===== src/rtl/tx_frame_stats.sv =====
// Frame statistics collector for the transmit byte stream (txd/tx_en).
// Delimits frames, keeps frame/byte/runt counters and exposes them as bus registers.
module tx_frame_stats #(
   parameter logic [15:0] BASE_ADDR = 16'h0010,
   parameter logic [15:0] MIN_LEN   = 16'd4
) (
   input  logic        clk,
   input  logic        rst_n,
   input  logic        bus_cmd_valid,
   input  logic        bus_op,
   input  logic [15:0] bus_addr,
   input  logic [15:0] bus_wr_data,
   output logic [15:0] bus_rd_data,
   input  logic [7:0]  txd,
   input  logic        tx_en,
   output logic        frame_done
);

   typedef enum logic [1:0] {IDLE, IN_FRAME, SKIP} state_t;

   state_t      state_q, state_d;
   logic [15:0] len_q, len_d;
   logic [7:0]  sum_q, sum_d;
   logic        enable_q, enable_d;
   logic [15:0] frame_cnt_q, frame_cnt_d;
   logic [15:0] byte_cnt_q, byte_cnt_d;
   logic [15:0] last_len_q, last_len_d;
   logic [7:0]  last_sum_q, last_sum_d;
   logic [15:0] runt_cnt_q, runt_cnt_d;
   logic [15:0] rd_data_q, rd_data_d;
   logic        frame_done_q, frame_done_d;

   logic [15:0] offset;
   logic        in_range;
   logic        wr_ctrl;
   logic        commit;

   // Addresses below BASE_ADDR wrap to large offsets, so one compare covers both bounds.
   assign offset   = bus_addr - BASE_ADDR;
   assign in_range = (offset < 16'd6);
   assign wr_ctrl  = bus_cmd_valid && bus_op && (bus_addr == BASE_ADDR);

   always_comb begin
      // NOTE: every _d starts from its _q so no path through this block can infer a latch.
      state_d      = state_q;
      len_d        = len_q;
      sum_d        = sum_q;
      enable_d     = enable_q;
      frame_cnt_d  = frame_cnt_q;
      byte_cnt_d   = byte_cnt_q;
      last_len_d   = last_len_q;
      last_sum_d   = last_sum_q;
      runt_cnt_d   = runt_cnt_q;
      rd_data_d    = rd_data_q;
      commit       = 1'b0;

      case (state_q)
         IDLE: begin
            if (tx_en) begin
               if (enable_q) begin
                  state_d = IN_FRAME;
                  len_d   = 16'd1;
                  sum_d   = txd;
               end else begin
                  state_d = SKIP;
               end
            end
         end
         IN_FRAME: begin
            // Enable is only consulted at frame start, so a started frame always completes.
            if (tx_en) begin
               if (len_q != 16'hFFFF) len_d = len_q + 16'd1;
               sum_d = sum_q + txd;
            end else begin
               commit  = 1'b1;
               state_d = IDLE;
            end
         end
         SKIP: begin
            if (!tx_en) state_d = IDLE;
         end
         default: state_d = IDLE;
      endcase

      if (commit) begin
         if (frame_cnt_q != 16'hFFFF) frame_cnt_d = frame_cnt_q + 16'd1;
         byte_cnt_d = byte_cnt_q + len_q;
         last_len_d = len_q;
         last_sum_d = sum_q;
         if ((len_q < MIN_LEN) && (runt_cnt_q != 16'hFFFF)) runt_cnt_d = runt_cnt_q + 16'd1;
      end
      frame_done_d = commit;

      // Clear is applied after commit so it wins when both land on the same edge.
      if (wr_ctrl) begin
         enable_d = bus_wr_data[0];
         if (bus_wr_data[1]) begin
            frame_cnt_d = '0;
            byte_cnt_d  = '0;
            last_len_d  = '0;
            last_sum_d  = '0;
            runt_cnt_d  = '0;
         end
      end

      if (bus_cmd_valid && !bus_op) begin
         rd_data_d = '0;
         if (in_range) begin
            case (offset[2:0])
               3'd0:    rd_data_d = {15'd0, enable_q};
               3'd1:    rd_data_d = frame_cnt_q;
               3'd2:    rd_data_d = byte_cnt_q;
               3'd3:    rd_data_d = last_len_q;
               3'd4:    rd_data_d = {8'h00, last_sum_q};
               3'd5:    rd_data_d = runt_cnt_q;
               default: rd_data_d = '0;
            endcase
         end
      end
   end

   // NOTE: sequential state uses non-blocking assignments so all flops update together.
   always_ff @(posedge clk or negedge rst_n) begin
      if (!rst_n) begin
         state_q      <= IDLE;
         len_q        <= '0;
         sum_q        <= '0;
         enable_q     <= 1'b1;
         frame_cnt_q  <= '0;
         byte_cnt_q   <= '0;
         last_len_q   <= '0;
         last_sum_q   <= '0;
         runt_cnt_q   <= '0;
         rd_data_q    <= '0;
         frame_done_q <= 1'b0;
      end else begin
         state_q      <= state_d;
         len_q        <= len_d;
         sum_q        <= sum_d;
         enable_q     <= enable_d;
         frame_cnt_q  <= frame_cnt_d;
         byte_cnt_q   <= byte_cnt_d;
         last_len_q   <= last_len_d;
         last_sum_q   <= last_sum_d;
         runt_cnt_q   <= runt_cnt_d;
         rd_data_q    <= rd_data_d;
         frame_done_q <= frame_done_d;
      end
   end

   assign bus_rd_data = rd_data_q;
   assign frame_done  = frame_done_q;

endmodule


===== config.mk =====
export PLATFORM = sky130hd
export DESIGN_NAME = tx_frame_stats
export DESIGN_NICKNAME = d
export VERILOG_FILES = /design/src/rtl/tx_frame_stats.sv
export SDC_FILE = /design/constraint.sdc
export NUM_CORES = 1
export LEC_CHECK = 0
export CORE_UTILIZATION = 53
export DETAILED_ROUTE_END_ITERATION = 16
export PLACE_DENSITY_LB_ADDON = 0.25
export SLEW_MARGIN = 5
export SYNTH_ARGS = -nofsm -noshare
export SYNTH_HDL_FRONTEND = slang
export SYNTH_SLANG_ARGS = --single-unit
export TNS_END_PERCENT = 30

===== constraint.sdc =====
create_clock -name clk -period 2.45 [get_ports clk]
set_input_delay 0.735 -clock clk [delete_from_list [all_inputs] [get_ports clk]]
set_output_delay 0.735 -clock clk [all_outputs]
set_load 0.01 [all_outputs]

==> flow_metrics.env, run 1 <==
export IMPL_status="complete, no violations"
export IMPL_hold_class="primary input to asynchronous set/reset pin"
export IMPL_required_ns=2.75
export IMPL_vias_per_cell=5.942
export IMPL_place_ws_ns=-0.5296
export IMPL_fin_skew_ns=0.007482
export IMPL_ir_drop_uv=612.3
export IMPL_yosys_area_top_type="dfrtp_1"
export IMPL_synth_top_area_share=0.4255
export IMPL_seq_area_frac_synth=0.4293
export IMPL_antenna_left=0
export IMPL_vias=6126
export IMPL_insertedDiodeCount=0
export IMPL_synth_edf_count=0
export IMPL_grt_pass1_wl_um=28060
export IMPL_holdBufCountCts=0
export IMPL_synthDistinctLibCells=58
export IMPL_drt_iter0_drc=516
export IMPL_cts_sinks=116
export IMPL_multi_input_area_um2=3759
export IMPL_rr_worst_depth=10
export IMPL_clock_latency_ns=0.41
export IMPL_synthTopCellsByArea="dfrtp_1, nand2_1, ha_1"
export IMPL_p_per_area_nw_per_um2=836.9
export IMPL_worst_pin_slew_ns=0.7826
export IMPL_synth_common_cells="nand2_1, dfrtp_1, nor2_1, a21oi_1, o21ai_0"
export IMPL_worst_ep_arrival_time_ns=2.73
export IMPL_critPathMaxFanout=8
export IMPL_dp_hpwl_um=12230
export IMPL_syn_cell_area_um2=6764
export IMPL_ys_flop_type="dfrtp_1"
export IMPL_hold_ws_ns=0.3026
export IMPL_syn2layout_area_growth_pct=29.02
export IMPL_clock_fmax_mhz=411.9
export IMPL_critPathCaptureType="flip-flop"
export IMPL_design_area_um2=8727
export IMPL_cts_tree="done"
export IMPL_core_area_um2=12210
export IMPL_design_die_area_um2=13220
export IMPL_start_util=0.5539
export IMPL_syn_mean_instance_area_um2=9.091
export IMPL_yosys_warnings=0
export IMPL_clk_pin_slew_worst_paths_ns=0.05
export IMPL_relSlewSlack=0.4772
export IMPL_filler_cell_count=918
export IMPL_synth_nets=818
export IMPL_p_total_mw=7.304
export IMPL_wl_per_cell_um=18.15
export IMPL_nets=924
export IMPL_synth_seq_cells=116
export IMPL_grt_max_degree=43
export IMPL_cts_root_buf="clkbuf_16"
export IMPL_grt_pass1_vias=5768
export IMPL_clockBufferDepth=2
export IMPL_core_rowCount=40
export IMPL_synth_most_common_cell="nand2_1"
export IMPL_cts_htree_levels=4
export IMPL_route_detailed_drc=0
export IMPL_die_y_um=115.0
export IMPL_final_max_slew_viol_count=0
export IMPL_drive_above_1_share=0.1808
export IMPL_setup_ws_ns=0.02193
export IMPL_fin_crit_sh=0.9910
export IMPL_grt_use_total=0.2774
export IMPL_hold_viol=0
export IMPL_period_minus_slack_ns=2.428
export IMPL_p_leak_nw=3.956
export IMPL_drt_wl_total_um=18720
export IMPL_placed_area_um2=7782
export IMPL_rsz0062_at_grt="yes"
export IMPL_start_kind="primary input"
export IMPL_finalSetupViolCount=0
export IMPL_drtPass1Iterations=5
export IMPL_antenna_found_initial=0
export IMPL_io_buffers=47
export IMPL_synthCells=744
export IMPL_criticalPathCategory="primary input to flip-flop"
export IMPL_die_x_um=115.0
export IMPL_cts_inserted_buffers=17
export IMPL_seqCellArea_um2=2904
export IMPL_place_congestion=0.8973
export IMPL_final_util=0.7147
export IMPL_async_flop_share=1.000
export IMPL_drv_cap=0
export IMPL_gr_total_overflow=0
export IMPL_num_io_pins=62
==> per-stage QoR <==
stage	cells	setup TNS, ns
6_report	1031	0
5_1_grt	1031	-1.147
4_1_cts	1016	0
3_5_place_dp	982	-41.79
3_3_place_gp	982	-37.46
2_1_floorplan	744	0
==> repair_timing <==
action	CTS	global route
gates resized for setup	10	41
setup endpoints to repair	73	91
pin swaps	4	15
setup buffers	1	6
cloned	1	9
==> cell type report <==
cell class / count / area share
tap: 168 / 0.02409
multi-input combinational: 571 / 0.4307
sequential: 116 / 0.3328
clock buffer: 28 / 0.06036
timing repair buffer: 124 / 0.1412
clock inverter: 4 / 0.002294
inverter: 20 / 0.008602
==> per-layer routing <==
layer,global-route usage,wire length (um),vias up
met5,0,0,-
met4,0.1039,596,0
met3,0.05640,825,52
met2,0.4855,9513,202
met1,0.3373,7779,3015
li1,-,-,2857
==> state kept, by name, indices dropped and copies added (netlist names) <==
name and flops:
bus_rd_data 16, byte_cnt_q 16, frame_cnt_q 16, last_len_q 16, len_q 16, runt_cnt_q 16, last_sum_q 8, sum_q 8
state_q 2, enable_q 1, frame_done 1
==> logic make-up after synthesis <==
| group | count (synthesis) | synth area share |
|---|---|---|
| xor+xnor | 47 | 0.06086 |
| simple gates | 284 | 0.1946 |
| flops | 116 | 0.4293 |
| mux | 27 | 0.04199 |
| fa+ha+maj | 29 | 0.05586 |
| compound gates | 183 | 0.1813 |
| buf+inv | 58 | 0.03607 |
==> cells in the final DEF (no fill, tap or decap), drive strengths merged, types with 11 or more instances in the layout <==
| cell | n |
|---|---|
| a22oi | 19 |
| nand3 | 20 |
| clkbuf | 35 |
| nor2 | 64 |
| xnor2 | 19 |
| xor2 | 28 |
| a21oi | 53 |
| nand4 | 14 |
| nand2 | 125 |
| inv | 19 |
| ha | 27 |
| o21ai | 38 |
| clkdlybuf4s50 | 41 |
| mux2i | 16 |
| dfrtp | 115 |
| mux2 | 11 |
| buf | 73 |
| a22o | 19 |
==> critical path: stages <==
cell	delay, ns
clkbuf_2	0.08
or4_4	0.54
nor4_4	0.27
nand4b_1	0.22
nor3_4	0.27
and2_4	0.34
clkbuf_16	0.22
nor2_2	0.05
==> report_power, final <==
group	switching, mW	internal [mW]
Combinational	1.33	1.11
Sequential	0.336	2.26
Clock	0.824	1.44
==> final timing paths <==
kind,startpoint,end,slack [ns]
setup / recovery,bus_addr[15],frame_cnt_q[5],0.02
hold / removal,rst_n,byte_cnt_q[13],0.30
setup reg to reg,len_q[0],byte_cnt_q[10],0.06
hold reg to reg,bus_rd_data[13],bus_rd_data[13],0.50
max in group asynchronous,rst_n,enable_q,1.49
min in group clk,bus_rd_data[13],bus_rd_data[13],0.50
Note: power is estimated with default switching activity, not from simulation.
==> run 2, diff against run 1 <==
- CORE_UTILIZATION: 53 -> 50
==> flow_metrics.env, run 2 (synthesis gave the netlist of run 1 again) <==
export IMPL_status="complete, no violations"
export IMPL_finalSetupViolCount=0
export IMPL_post_place_cells=992
export IMPL_gr_total_overflow=0
export IMPL_clock_latency_ns=0.42
export IMPL_vias_per_cell=5.869
export IMPL_ir_drop_uv=658.8
export IMPL_nets=921
export IMPL_design_area_um2=8862
export IMPL_clk_pin_slew_worst_paths_ns=0.06
export IMPL_insertedDiodeCount=0
export IMPL_antenna_left=0
export IMPL_fin_crit_sh=0.9942
export IMPL_met1_length_um=8045
export IMPL_cts_inserted_buffers=17
export IMPL_grt_use_total=0.2617
export IMPL_grt_pass1_wl_um=29080
export IMPL_drt_iter0_drc=469
export IMPL_fin_skew_ns=0.006355
export IMPL_cts_sinks=116
export IMPL_wl_per_cell_um=18.39
export IMPL_io_buffers=47
export IMPL_start_util=0.5108
export IMPL_finalSetupTns_ns=0
export IMPL_num_io_pins=62
export IMPL_final_common_cell="nand2_1"
export IMPL_drt_wl_total_um=19050
export IMPL_drtPass1Iterations=4
export IMPL_final_cells=1036
export IMPL_die_x_um=118.3
export IMPL_wl_met3_um=814
export IMPL_criticalPathCategory="primary input to flip-flop"
export IMPL_hold_viol=0
export IMPL_cts_htree_levels=4
export IMPL_max_stage_delay_ns=0.55
export IMPL_die_y_um=118.3
export IMPL_crit_slowest_cell="or4_4"
export IMPL_p_leak_nw=3.980
export IMPL_p_per_area_nw_per_um2=895.1
export IMPL_final_util=0.6692
export IMPL_holdBufCountCts=0
export IMPL_cts_tree="done"
export IMPL_antenna_found_initial=0
export IMPL_crit_buf_inv=2
export IMPL_place_congestion=0.8665
export IMPL_rsz0062_at_grt="yes"
export IMPL_critPathCaptureType="flip-flop"
export IMPL_top_layer="met4"
export IMPL_period_minus_slack_ns=2.436
export IMPL_cp_top_family="simple AND/OR/NAND/NOR gates"
export IMPL_final_max_slew_viol_count=0
export IMPL_core_area_um2=13240
export IMPL_crit_chain="buf_6, or4_4, nor4_4, nand4b_1, nor3_4, and2_4, clkbuf_16, a21oi_2"
export IMPL_dp_hpwl_um=12160
export IMPL_grt_pass1_vias=6039
export IMPL_final_cell_mix="nand2_1, dfrtp_1, nor2_1, buf_4, clkdlybuf4s50_1"
export IMPL_clock_fmax_mhz=410.5
export IMPL_grt_max_degree=46
export IMPL_start_kind="primary input"
export IMPL_clockBufferDepth=2
export IMPL_drive_above_1_share=0.1895
export IMPL_worst_ep_arrival_time_ns=2.73
export IMPL_hold_class="primary input to asynchronous set/reset pin"
export IMPL_placed_area_um2=7820
export IMPL_critPathMaxFanout=7
export IMPL_wl_met2_um=9577
export IMPL_drv_cap=0
export IMPL_p_total_mw=7.933
export IMPL_design_die_area_um2=14000
export IMPL_core_rowCount=42
export IMPL_cts_root_buf="clkbuf_16"
export IMPL_route_detailed_drc=0
export IMPL_syn2layout_area_growth_pct=31.02
export IMPL_worst_pin_slew_ns=0.5639
export IMPL_required_ns=2.74
export IMPL_relSlewSlack=0.6233
export IMPL_vias=6080
-- run 2: layer usage --
metal / global-route usage / vias to the layer above
met3: 0.04681 / 49
met1: 0.3249 / 3021
met4: 0.1186 / 0
met2: 0.4434 / 168
li1: - / 2842
met5: 0 / -
-- run 2: final cells by class --
cell class,instances,area (um2)
clock buffer,24,511.7
clock inverter,8,167.7
fill,1023,4380
inverter,20,75.07
multi-input combinational,571,3781
sequential,116,2904
tap,176,220.2
timing repair buffer,121,1202
-- run 2: worst paths after layout --
kind	start	slack, ns	depth (start not counted)	end
worst max-delay path	bus_addr[15]	0.01	8	runt_cnt_q[3]
worst min-delay path	rst_n	0.29	1	bus_rd_data[15]
worst max register to register	len_q[0]	0.09	9	byte_cnt_q[14]
worst min register to register	bus_rd_data[0]	0.51	1	bus_rd_data[0]
max in group asynchronous	rst_n	1.47	2	enable_q
min in group clk	bus_rd_data[0]	0.51	1	bus_rd_data[0]
-- run 2: what timing repair did --
action,CTS,global route
pin swaps,2,10
buffers inserted,1,2
resized for setup,8,48
endpoints found under the setup margin,72,91
gates cloned,0,9
-- run 2: where the power goes --
part	total, mW	internal, mW	switching (mW)
sequential	2.62	2.26	0.355
combinational	2.46	1.12	1.34
clock	2.85	1.96	0.886
total	7.93	5.35	2.59
-- run 2: metrics by stage --
| stage | worst slack, ns | hold slack [ns] |
|---|---|---|
| after floorplan | 0.01837 | 0.4394 |
| after global routing | -0.07576 | 0.3140 |
| after global placement | -0.5322 | 0.4870 |
| after detailed placement | -0.5380 | 0.4947 |
| after CTS | 0.009808 | 0.3000 |
| final | 0.01412 | 0.2909 |
==> run 3, diff against run 2 <==
- ABC_AREA: unset -> 1
- PLACE_DENSITY: unset -> 0.71
- PLACE_DENSITY_LB_ADDON: 0.25 -> unset
- RECOVER_POWER: unset -> 50
==> flow_metrics.env, run 3 <==
export IMPL_synth_common_cells="nand2_1, inv_1, dfrtp_1, nor2_1, nand3_1"
export IMPL_insertedDiodeCount=0
export IMPL_route_detailed_drc=0
export IMPL_final_common_cell="nand2_1"
export IMPL_grt_use_total=0.2794
export IMPL_seq_area_frac_synth=0.3678
export IMPL_antenna_left=0
export IMPL_p_leak_nw=4.921
export IMPL_drt_iter0_drc=499
export IMPL_relSlewSlack=0.06760
export IMPL_die_y_um=127.7
export IMPL_synthTopCellsByArea="dfrtp_1, nand2_1, inv_1"
export IMPL_io_buffers=47
export IMPL_filler_cell_count=1447
export IMPL_clk_pin_slew_worst_paths_ns=0.06
export IMPL_design_area_um2=9408
export IMPL_vias_per_cell=5.310
export IMPL_drtPass1Iterations=6
export IMPL_clock_latency_ns=0.42
export IMPL_antenna_found_initial=0
export IMPL_place_ws_ns=-0.1117
export IMPL_hold_ws_ns=0.2247
export IMPL_yosys_warnings=0
export IMPL_worst_ep_arrival_time_ns=2.45
export IMPL_grt_pass1_vias=7190
export IMPL_nets=1287
export IMPL_cts_htree_levels=4
export IMPL_final_cell_mix="nand2_1, inv_1, dfrtp_1"
export IMPL_cts_sinks=116
export IMPL_async_flop_share=1.000
export IMPL_required_ns=2.75
export IMPL_design_die_area_um2=16300
export IMPL_synth_top_area_share=0.3644
export IMPL_fin_crit_sh=0.8762
export IMPL_status="complete, no violations"
export IMPL_drt_wl_total_um=21120
export IMPL_core_rowCount=45
export IMPL_yosys_area_top_type="dfrtp_1"
export IMPL_syn2layout_area_growth_pct=19.14
export IMPL_criticalPathCategory="primary input to flip-flop"
export IMPL_gr_total_overflow=0
export IMPL_hold_class="primary input to asynchronous set/reset pin"
export IMPL_postCtsSetupRepairBufs=0
export IMPL_drv_cap=0
export IMPL_num_io_pins=62
export IMPL_drive_above_1_share=0.1053
export IMPL_ys_flop_type="dfrtp_1"
export IMPL_hold_viol=0
export IMPL_placed_area_um2=8846
export IMPL_clockBufferDepth=2
export IMPL_period_minus_slack_ns=2.147
export IMPL_finalSetupViolCount=0
export IMPL_cts_root_buf="clkbuf_16"
export IMPL_synthDistinctLibCells=46
export IMPL_start_kind="primary input"
export IMPL_cts_tree="done"
export IMPL_critPathMaxFanout=11
export IMPL_synth_edf_count=0
export IMPL_vias=7625
export IMPL_core_area_um2=15310
export IMPL_rsz0062_at_grt="no"
export IMPL_place_congestion=0.9103
export IMPL_wl_per_cell_um=14.71
export IMPL_holdBufCountCts=0
export IMPL_cts_resized=0
export IMPL_ir_drop_uv=671.0
export IMPL_fin_skew_ns=0.009744
export IMPL_cts_inserted_buffers=17
export IMPL_setup_ws_ns=0.3033
export IMPL_syn_cell_area_um2=7896
export IMPL_clock_fmax_mhz=465.8
export IMPL_die_x_um=127.7
export IMPL_grt_max_degree=50
export IMPL_worst_pin_slew_ns=1.399
export IMPL_grt_pass1_wl_um=35190
export IMPL_synthCells=1137
export IMPL_syn_mean_instance_area_um2=6.945
export IMPL_final_max_slew_viol_count=0
export IMPL_dp_hpwl_um=15430
export IMPL_critPathCaptureType="flip-flop"
export IMPL_p_per_area_nw_per_um2=971.2
export IMPL_synth_most_common_cell="nand2_1"
export IMPL_synth_seq_cells=116
export IMPL_start_util=0.5156
export IMPL_synth_nets=1211
-- run 3: changes by cell type after synthesis, sizes merged, moves of 13 or more --
cell / previous run / this run
a21oi: 53 / 33
a22o: 19 / 0
a22oi: 19 / 4
clkbuf: 23 / 10
inv: 19 / 191
mux2i: 16 / 0
nand2: 125 / 302
nand3: 20 / 89
nand4: 14 / 28
nor2: 64 / 111
nor3: 10 / 27
o21ai: 38 / 103
xnor2: 19 / 6
xor2: 28 / 14
-- run 3: metal layers --
metal | global-route usage | share of wire | vias to the layer above | wire (um)
li1 | - | - | 3828 | -
met1 | 0.3801 | 0.46 | 3559 | 9763
met2 | 0.4510 | 0.46 | 204 | 9766
met3 | 0.05217 | 0.053 | 34 | 1115
met4 | 0.09066 | 0.022 | 0 | 473
met5 | 0 | 0 | - | 0
-- run 3: area by class of cell --
class                   count  area [um2]  share of cell area
flip-flops and latches    116        2904              0.3087
clock buffers              21       460.4             0.04894
multi-input cells         799        4104              0.4362
inverters                 192       720.7             0.07661
clock inverters            10       155.1             0.01649
well taps                 211       264.0             0.02806
repair buffers             87       799.5             0.08498
-- run 3: critical path: stages --
cell	delay (ns)
dlygate4sd3_1	0.56
inv_1	0.11
nand2_2	0.16
inv_2	0.15
nand3_4	0.14
inv_2	0.23
nand2_1	0.11
o21ai_0	0.18
nor2_1	0.06
-- run 3: report_power, final --
part	total [mW]	switching, mW	leakage (nW)	internal [mW]
Clock	2.64	0.899	0.299	1.74
Combinational	3.63	2.28	3.21	1.35
Sequential	2.87	0.465	1.41	2.40
-- run 3: final timing paths --
path / startpoint / endpoint / slack, ns / cells past startpoint
min in group clk: bus_rd_data[0] / bus_rd_data[0] / 0.48 / 2
worst max-delay path: tx_en / runt_cnt_q[3] / 0.30 / 9
worst min register to register: bus_rd_data[0] / bus_rd_data[0] / 0.48 / 2
worst min-delay path: rst_n / state_q[1] / 0.22 / 1
max in group asynchronous: rst_n / last_len_q[15] / 0.58 / 2
worst max register to register: len_q[0] / len_q[3] / 0.34 / 9
-- run 3: cells by family after synthesis --
logic type,count (synthesis),synth area share
DFF,116,0.3678
xor gates and xnor gates,20,0.02218
buffers and inverters,222,0.1112
AOI/OAI and AO/OA,179,0.1298
adders and majority gates,29,0.04785
and+or+nand+nor,571,0.3212
-- run 3: through the flow --
stage | total power [mW] | cells | setup TNS [ns] | util
5_1_grt | 9.805 | 1436 | 0 | 0.6143
6_report | 9.137 | 1436 | 0 | 0.6143
3_5_place_dp | 6.456 | 1405 | -0.2175 | 0.5776
4_1_cts | 9.150 | 1436 | 0 | 0.6178
3_3_place_gp | 6.378 | 1405 | -0.1395 | 0.5776
2_1_floorplan | 5.461 | 1137 | 0 | -
